File: src/rtl/connection_block_cfg_pkg.sv
// rtl/connection_block_cfg_pkg.sv - sizing functions, select codes and config FSM states
package connection_block_cfg_pkg;

  localparam int SEL_TIE_LOW = 0;
  localparam int SEL_SINGLE0 = 1;

  function automatic int calc_nsrc(input int ws, input int wd, input int wg,
                                   input int clbx, input int clbout);
    return ws + wd + wg + clbx * clbout;
  endfunction

  function automatic int calc_sel_w(input int nsrc);
    return $clog2(nsrc + 1);
  endfunction

  function automatic int calc_side(input int clbin, input int sel_w, input int clbout,
                                   input int clbos, input int clbod);
    return clbin * sel_w + clbout * (clbos + clbod);
  endfunction

  function automatic int calc_cfg_bits(input int side, input int cfg_w);
    return ((2 * side + cfg_w - 1) / cfg_w) * cfg_w;
  endfunction

  typedef enum logic [1:0] {CFG_IDLE, CFG_SHIFT, CFG_COMMIT} cfg_state_t;

endpackage

File: src/rtl/connection_block_cfg_side.sv
// rtl/connection_block_cfg_side.sv - one CLB side: input source muxes and output tap enables
module cb_side
  import connection_block_cfg_pkg::*;
#(
  parameter int WS         = 8,
  parameter int WD         = 8,
  parameter int WG         = 3,
  parameter int CLBIN      = 6,
  parameter int CLBOUT     = 1,
  parameter int CLBOS      = 2,
  parameter int CLBOD      = 2,
  parameter int CLBOS_BIAS = 0,
  parameter int CLBOD_BIAS = 0,
  parameter int CLBX       = 1,
  parameter int K_BASE     = 0,
  parameter int NSRC       = calc_nsrc(WS, WD, WG, CLBX, CLBOUT),
  parameter int SEL_W      = calc_sel_w(NSRC),
  parameter int SIDE       = calc_side(CLBIN, SEL_W, CLBOUT, CLBOS, CLBOD)
) (
  input  logic [SIDE-1:0]   cfg,
  input  logic [WS-1:0]     single_in,
  input  logic [WD-1:0]     double_in,
  input  logic [WG-1:0]     global_in,
  input  logic [CLBOUT-1:0] own_output,
  input  logic [CLBOUT-1:0] opp_output,
  output logic [CLBIN-1:0]  clb_input,
  output logic [WS-1:0]     single_en,
  output logic [WS-1:0]     single_val,
  output logic [WD-1:0]     double_en,
  output logic [WD-1:0]     double_val
);

  localparam int TAP_BASE = CLBIN * SEL_W;
  localparam int TAPS     = CLBOS + CLBOD;

  logic [NSRC:0]    src;
  logic [SEL_W-1:0] sel;

  // src[0] stays low so select code 0 ties the input low.
  always_comb begin
    src = '0;
    sel = '0;
    for (int j = 0; j < WS; j++) src[SEL_SINGLE0 + j] = single_in[j];
    for (int j = 0; j < WD; j++) src[SEL_SINGLE0 + WS + j] = double_in[j];
    for (int j = 0; j < WG; j++) src[SEL_SINGLE0 + WS + WD + j] = global_in[j];
    for (int j = 0; j < CLBX * CLBOUT; j++) src[SEL_SINGLE0 + WS + WD + WG + j] = opp_output[j];
    for (int i = 0; i < CLBIN; i++) begin
      sel = cfg[i*SEL_W +: SEL_W];
      clb_input[i] = (int'(sel) <= NSRC) ? src[sel] : 1'b0;
    end
  end

  // Highest k is visited first so the lowest k is the last writer and wins.
  always_comb begin
    int trk;
    trk        = 0;
    single_en  = '0;
    single_val = '0;
    double_en  = '0;
    double_val = '0;
    for (int k = CLBOUT - 1; k >= 0; k--) begin
      for (int e = 0; e < CLBOS; e++) begin
        if (cfg[TAP_BASE + k*TAPS + e]) begin
          trk = ((K_BASE + k) * CLBOS + e + CLBOS_BIAS) % WS;
          single_en[trk]  = 1'b1;
          single_val[trk] = own_output[k];
        end
      end
      for (int e = 0; e < CLBOD; e++) begin
        if (cfg[TAP_BASE + k*TAPS + CLBOS + e]) begin
          trk = ((K_BASE + k) * CLBOD + e + CLBOD_BIAS) % (WD / 2);
          double_en[trk]  = 1'b1;
          double_val[trk] = own_output[k];
        end
      end
    end
  end

endmodule

File: src/rtl/connection_block_cfg.sv
// rtl/connection_block_cfg.sv - two-CLB connection block with shift-loaded shadow/active config
module connection_block_cfg
  import connection_block_cfg_pkg::*;
#(
  parameter int WS         = 8,
  parameter int WD         = 8,
  parameter int WG         = 3,
  parameter int CLBIN      = 6,
  parameter int CLBOUT     = 1,
  parameter int CARRY      = 1,
  parameter int CLBOS      = 2,
  parameter int CLBOD      = 2,
  parameter int CLBOS_BIAS = 0,
  parameter int CLBOD_BIAS = 0,
  parameter int CLBX       = 1,
  parameter int CFG_W      = 1
) (
  input  logic              clk,
  input  logic              rst,
  input  logic [WS-1:0]     single_in,
  input  logic [WD-1:0]     double_in,
  input  logic [WG-1:0]     global_in,
  input  logic [CLBOUT-1:0] clb0_output,
  input  logic [CLBOUT-1:0] clb1_output,
  input  logic [CARRY-1:0]  clb0_cout,
  input  logic [CARRY-1:0]  clb1_cout,
  output logic [CLBIN-1:0]  clb0_input,
  output logic [CLBIN-1:0]  clb1_input,
  output logic [CARRY-1:0]  clb0_cin,
  output logic [CARRY-1:0]  clb1_cin,
  output logic [WS-1:0]     single_out,
  output logic [WS-1:0]     single_oe,
  output logic [WD-1:0]     double_out,
  output logic [WD-1:0]     double_oe,
  input  logic              cfg_start,
  input  logic              cfg_valid,
  input  logic [CFG_W-1:0]  cfg_data,
  output logic              cfg_ready,
  output logic [CFG_W-1:0]  cfg_out,
  output logic              cfg_done,
  output logic              cfg_err
);

  localparam int NSRC     = calc_nsrc(WS, WD, WG, CLBX, CLBOUT);
  localparam int SEL_W    = calc_sel_w(NSRC);
  localparam int SIDE     = calc_side(CLBIN, SEL_W, CLBOUT, CLBOS, CLBOD);
  localparam int CFG_BITS = calc_cfg_bits(SIDE, CFG_W);
  localparam int CNT_W    = $clog2(CFG_BITS + 1);

  cfg_state_t          state, state_next;
  logic [CFG_BITS-1:0] shadow, active;
  logic [CNT_W-1:0]    count;
  logic                shift_en, commit_en, last_beat, shadow_bad;
  logic [WS-1:0]       s0_en, s0_val, s1_en, s1_val;
  logic [WD-1:0]       d0_en, d0_val, d1_en, d1_val;

  assign last_beat = (int'(count) + CFG_W >= CFG_BITS);
  assign cfg_out   = shadow[CFG_BITS-1 -: CFG_W];
  assign clb1_cin  = clb0_cout;
  assign clb0_cin  = clb1_cout;

  always_ff @(posedge clk or posedge rst) begin
    if (rst) state <= CFG_IDLE;
    else     state <= state_next;
  end

  always_comb begin
    state_next = state;
    cfg_ready  = 1'b0;
    shift_en   = 1'b0;
    commit_en  = 1'b0;
    case (state)
      CFG_IDLE:   if (cfg_start) state_next = CFG_SHIFT;
      CFG_SHIFT: begin
        cfg_ready = 1'b1;
        if (cfg_valid) begin
          shift_en = 1'b1;
          if (last_beat) state_next = CFG_COMMIT;
        end
      end
      CFG_COMMIT: begin
        commit_en  = 1'b1;
        state_next = CFG_IDLE;
      end
      default:    state_next = CFG_IDLE;
    endcase
  end

  // Any select beyond the last real source is flagged; it still routes as tied low.
  always_comb begin
    shadow_bad = 1'b0;
    for (int s = 0; s < 2; s++)
      for (int i = 0; i < CLBIN; i++)
        if (int'(shadow[s*SIDE + i*SEL_W +: SEL_W]) > NSRC) shadow_bad = 1'b1;
  end

  always_ff @(posedge clk or posedge rst) begin
    if (rst) begin
      shadow   <= '0;
      active   <= '0;
      count    <= '0;
      cfg_done <= 1'b0;
      cfg_err  <= 1'b0;
    end else begin
      cfg_done <= commit_en;
      if (state == CFG_IDLE && cfg_start) count <= '0;
      if (shift_en) begin
        shadow <= {shadow[CFG_BITS-CFG_W-1:0], cfg_data};
        count  <= count + CNT_W'(CFG_W);
      end
      if (commit_en) begin
        active  <= shadow;
        cfg_err <= shadow_bad;
      end
    end
  end

  cb_side #(
    .WS(WS), .WD(WD), .WG(WG), .CLBIN(CLBIN), .CLBOUT(CLBOUT), .CLBOS(CLBOS), .CLBOD(CLBOD),
    .CLBOS_BIAS(CLBOS_BIAS), .CLBOD_BIAS(CLBOD_BIAS), .CLBX(CLBX), .K_BASE(0)
  ) u_side0 (
    .cfg(active[0 +: SIDE]), .single_in(single_in), .double_in(double_in), .global_in(global_in),
    .own_output(clb0_output), .opp_output(clb1_output), .clb_input(clb0_input),
    .single_en(s0_en), .single_val(s0_val), .double_en(d0_en), .double_val(d0_val)
  );

  cb_side #(
    .WS(WS), .WD(WD), .WG(WG), .CLBIN(CLBIN), .CLBOUT(CLBOUT), .CLBOS(CLBOS), .CLBOD(CLBOD),
    .CLBOS_BIAS(CLBOS_BIAS), .CLBOD_BIAS(CLBOD_BIAS), .CLBX(CLBX), .K_BASE(CLBOUT)
  ) u_side1 (
    .cfg(active[SIDE +: SIDE]), .single_in(single_in), .double_in(double_in), .global_in(global_in),
    .own_output(clb1_output), .opp_output(clb0_output), .clb_input(clb1_input),
    .single_en(s1_en), .single_val(s1_val), .double_en(d1_en), .double_val(d1_val)
  );

  // clb0 holds the lower k values, so it has priority on shared tracks.
  assign single_oe  = s0_en | s1_en;
  assign single_out = s0_val | (s1_val & ~s0_en);
  assign double_oe  = d0_en | d1_en;
  assign double_out = d0_val | (d1_val & ~d0_en);

endmodule

File: config.mk
export PLATFORM = sky130hd
export DESIGN_NAME = connection_block_cfg
export DESIGN_NICKNAME = d
export VERILOG_FILES = /design/src/rtl/connection_block_cfg_pkg.sv /design/src/rtl/connection_block_cfg_side.sv /design/src/rtl/connection_block_cfg.sv
export SDC_FILE = /design/constraint.sdc
export NUM_CORES = 1
export LEC_CHECK = 0
export BUFFER_PORTS_ARGS = -buffer_cell sky130_fd_sc_hd__buf_2
export CAP_MARGIN = 20
export CORE_MARGIN = 3
export CORE_UTILIZATION = 30
export DETAILED_ROUTE_END_ITERATION = 10
export SETUP_SLACK_MARGIN = 0.5
export SLEW_MARGIN = 25
export SYNTH_ARGS = -nofsm -noshare
export SYNTH_HDL_FRONTEND = slang
export SYNTH_SLANG_ARGS = --single-unit
File: constraint.sdc
create_clock -name clk -period 3.9 [get_ports clk]
set_input_delay 0.195 -clock clk [delete_from_list [all_inputs] [get_ports clk]]
set_output_delay 0.195 -clock clk [all_outputs]
set_load 0.01 [all_outputs]
Yosys cells after proc, flatten, opt, wreduce, memory -nomap -nowiden
Index checks and enable logic that the tools add are counted.
Widths: inputs -> output; s select.
- add/subtract/negate cells: 2
- magnitude comparators: 37
- equal/unequal tests: 5
- muxes and demuxes: 74
- bitwise logic cells: 8
- reduce and logical (&&, ||, !) cells: 4
- operators by type and width (cell ; number):
    $lt 5x6->1 const B ; 12
    $bmux 1 s5 ; 12
    $gt 5x5->1 const B ; 12
    $le 5x5->1 const B ; 12
    $mux 1 ; 56
    $and 4x8->8 ; 2
    $not 2->8 ; 2
    $or 2x8->8 ; 2
    $mux 7 ; 2
    $add 7x1->8 const B ; 1
    $ge 8x7->1 const B ; 1
    $or 2x4->4 ; 2
    $add 7x1->7 const B ; 1
    $mux 2 ; 3
    $ne 2x2->1 const B ; 3
    $pmux 2 s2 ; 1
    $reduce_and 3->1 ; 1
    $eq 2x1->1 const B ; 1
    $eq 2x2->1 const B ; 1
    $logic_not 2->1 ; 1
    $reduce_bool 2->1 ; 1
    $logic_and 1x1->1 ; 1
- register bits: 147
- input port bits: 28
- logic and storage cells: 136

Depth between registers and ports, before layout
- word-level depth: 13
- mapped depth: 6
- gate-level depth less buffers: 5

Modules after synthesis
Synthesis repeated with hierarchy kept, for this count alone.
- cells, all modules: 1050
- area, all modules: 9102.5 um^2
- by module, submodules not included (module ; instances ; cells an instance ; area an instance (um^2)):
    connection_block_cfg ; 1 ; 718 ; 6109.6
    cb_side ; 2 ; 166 ; 1496.4

Worst setup path before layout
OpenSTA, ideal clock, no wires.
- path type: register to output
- start: register active[59]
- end: output port clb1_input[5]
- arrival time: 1.584 ns
- setup slack: 2.121 ns
- cell stages (with the launch flop): 6
- path through: dfrtp_1 > clkbuf_1 > mux4_2 > mux2_2 > nand3b_1 > o211ai_1
- word-level cells in the longest chain between the ends: 3
- elaborated cells on any way between the ends: 4
- those cells by class: order compare (1); mux (3)
- ends and longest elaborated chain (what ; line ; text):
    start: declaration ; connection_block_cfg.sv:51 ; logic [CFG_BITS-1:0] shadow, active;
    start signal: assignment ; connection_block_cfg.sv:112 ; active <= shadow;
    $bmux 1 s5 ; connection_block_cfg_side.sv:49 ; clb_input[i] = (int'(sel) <= NSRC) ? src[sel] : 1'b0;
    $mux 1 (not written as such) ; connection_block_cfg_side.sv:49 ;
    $mux 1 (*) ; connection_block_cfg_side.sv:49 ;
    end: declaration ; connection_block_cfg.sv:28 ; output logic [CLBIN-1:0] clb1_input,
Mark *: on every way between the ends. The rest lies on a longest branch, timed or not. The select of a mux whose other input is x is not followed.

Final worst setup path
Same ends and word-level chain as after synthesis.

==> metrics.txt <==
syn_area_per_cell=8.78 um^2; Die H=173 um; global-route wire length before repair=35,900 um; critical path launch point=active[59]; RSZ-0062 raised after global routing=false; CTS Buffer Depth=2; CTS sink cnt=147; Final setup violation count=0; Main synth FF type=dfrtp_1; Fin. Hold Viols=8; worst setup path category=reg -> out; Max stage delay on crit path=0.56 ns; number of synthesized flops with an enable pin=0; slew margin rel.=43.7%; Worst Tran Pin Value=0.845 ns; hold slack final=-0.0191 ns; all-layer global routing usage=14.9%; Ys Warns=0; Area Growth Syn to Fin=11.6%; Ports=78; Adder-Cell Fraction of Synth Area=0.299%; Reg-to-Reg Start=state[0]; CTS buffer count=17; clock skew=0.00601 ns; Clk Latency, worst-skew pair=0.43 ns; Max VDD drop=0.303 mV; CP cell instances=mux4_2 -> mux2_2 -> nand3b_1 -> o211ai_1 -> buf_2; fraction of registers with async set/reset=100%; sw power=916 uW; HPWL Detailed=13,700 um; Die Wd=173 um; Worst Path Buf+Inv=1; XOR/XNOR Fraction of Synth Area=0.105%; sw frac=24.7%; IO Port Bufs=57; worst path arrival time=2.23 ns; CTS clock-pin slew for the worst setup and hold paths=0.06 ns; Lkg Pwr=0.00447 uW; Pre-Repair DR Iteration Count=5; largest net degree at the start of global routing=148; Vias=6,653; multiplexer area fraction after synthesis=16.2%; synthesized area=8370 um^2; ANT nets after route=0; Synth Area in Compound Gates=8.33%; H-tree levels=4; Worst Path Required=3.70 ns; Placed Instance Area=8710 um^2; Initial Util=30.8%; min Tclk post-route=2.43 ns; Power Internal=2790 uW; via/cell ratio=5.00; Total Wirelength=21,900 um; post-route cell area=9340 um^2; DR WL/cell=16.5 um; setup TNS=0 ns; pwr/cell area=397 nW/um^2; vias in the first global route=6,357; type of destination of the critical path=primary output; fmax=0.412 GHz; Iter 0 DRT Violations=630; max cap viols=0; Core Box Area=27,200 um^2; # fillers=2,817; DRC=0; largest family of logic cells by synthesized area=simple AND/OR/NAND/NOR gates; status=finished, violations left; Slew Limit Fails=0; HP Class=in -> async; TritonCTS clock tree=built; Final WS setup=1.47 ns; Synth Instances=953; die area=29,900 um^2; CTS root buffer=clkbuf_16; layout cells sized above 1=14.7%; Seq pwr share=45.1%; initial antenna violation count=1; slowest CP cell=dfrtp_1; layout net count=975; Yosys reg bits=147; Clk pwr share=47.0%; synth unique cells=51; Crit path max-delay family=multiplexers; total overflow reported by the global router=0; period utilisation layout=62.3%; Site Rows=60; # resized after CTS=0; GP Congestion=0.768; Synth Area in Simple Gates=24.6%; failing checks=negative hold slack; worst slack, placed=1.75 ns; crit-path max FO=8; register area share after synthesis=44.0%; Startpoint Class=flop; Logic pwr share=7.9%
power groups by stage:
stage	Sequential [uW]	Combinational (uW)	Clock [uW]
2_1_floorplan	1660	234	0
6_report	1670	293	1740
3_5_place_dp	1690	293	0
3_3_place_gp	1690	286	0
5_1_grt	1680	328	1840
4_1_cts	1670	295	1770
registers in the layout, summed over array words and instances (netlist names):
signal    count
active       68
shadow       68
count         7
state         2
cfg_done      1
cfg_err       1
per-layer routing:
layer  wire length, um  share of wire, %  track usage, %  vias to the layer above
met5                 0                 0               0                        -
met3              1450               6.6            3.86                       27
met1             10400                47            21.3                     3288
li1                  -                 -               -                     3136
met4               326               1.5            4.43                        0
met2              9750                45            22.5                      202
final cells by class:
type | count | area (um^2) | area share (%)
diodes | 1 | 2.50 | 0.0268
repair buffers | 63 | 345 | 3.70
well taps | 372 | 465 | 4.98
clock inverters | 10 | 156 | 1.67
multi-input cells | 713 | 4210 | 45.1
inverters | 3 | 17.5 | 0.188
clock buffers | 21 | 460 | 4.93
flip-flops and latches | 147 | 3680 | 39.4
synth_stat cells (all sizes together), types with 2 or more instances:
cell type	number	area, um^2
a31oi	6	37.5
nor2	22	82.6
o21ai	30	150
nand2	414	1550
clkbuf	59	221
a211o	4	35.0
o211ai	17	128
nor4	2	12.5
o22ai	6	37.5
nand3	7	35.0
mux2	5	56.3
dfrtp	147	3680
a21oi	20	100
ha	2	25.0
mux2i	37	370
a22o	6	52.6
and2	9	56.3
a211oi	7	52.6
mux4	41	931
o31ai	3	22.5
buf	46	307
and3	3	18.8
nand3b	11	82.6
nand2b	14	87.6
inv	3	11.3
nor3	13	65.1
nor2b	2	20.0
worst min-delay path, stage by stage:
cell and delay (ns):
buf_2 0.11, clkinvlp_4 0.07, buf_12 0.54
cell families (layout without fill, tap and decap cells):
group	count (synthesis)	in the layout
and+or+nand+nor	503	503
DFF	147	147
AOI/OAI and AO/OA	108	108
buffers and inverters	108	97
muxes	83	83
adders and majority gates	2	2
other	1	17
xor gates and xnor gates	1	1
path summary, 6_finish.rpt:
| path | endpoint | slack, ns | depth (start not counted) |
|---|---|---|---|
| hold reg to reg | count[6] | 0.49 | 1 |
| setup / recovery | clb1_input[5] | 1.47 | 5 |
| hold / removal | shadow[51] | -0.02 | 3 |
| setup reg to reg | cfg_err | 1.77 | 4 |
| min in group clk | state[0] | 0.14 | 4 |
| max in group asynchronous | active[16] | 3.33 | 3 |
per-stage QoR:
stage               hold WS [ns]  total power (uW)  util, %  std cells
global placement           0.388              1980     32.0       1297
detailed placement         0.390              1990     32.0       1297
global route              0.0639              3850     34.4       1329
floorplan                  0.300              1900        -        968
CTS                       0.0544              3730     34.4       1329
finish                   -0.0191              3700     34.4       1330
cells in the final DEF, fill, tap and decap left out, types with 2 or more instances in the layout:
master | Yosys | routed
nand3_1 | 7 | 7
nand2_1 | 414 | 414
ha_1 | 2 | 2
clkbuf_8 | 0 | 2
nand2b_1 | 14 | 13
mux4_1 | 2 | 2
and3_1 | 3 | 3
mux2i_1 | 37 | 37
buf_4 | 28 | 4
dfrtp_1 | 147 | 147
o31ai_1 | 3 | 3
mux2_2 | 5 | 5
a211oi_1 | 7 | 7
o22ai_1 | 6 | 6
buf_2 | 17 | 57
clkinv_2 | 0 | 4
nor4_1 | 2 | 2
clkinvlp_4 | 0 | 2
a21oi_1 | 20 | 20
a31oi_1 | 6 | 6
clkbuf_1 | 59 | 2
mux4_2 | 39 | 39
nor3_1 | 13 | 13
a22o_1 | 6 | 6
nor2_1 | 22 | 22
a211o_1 | 4 | 4
clkbuf_16 | 0 | 17
bufinv_16 | 0 | 4
and2_1 | 8 | 8
nand3b_1 | 11 | 11
o21ai_1 | 4 | 4
o21ai_0 | 26 | 26
conb_1 | 1 | 16
o211ai_1 | 17 | 17
timing repair:
action | CTS | global route
setup buffers | 0 | 0
hold endpoints to repair | 1 | 0
hold buffers | 1 | 0
Power figures use the tool's default switching activity.
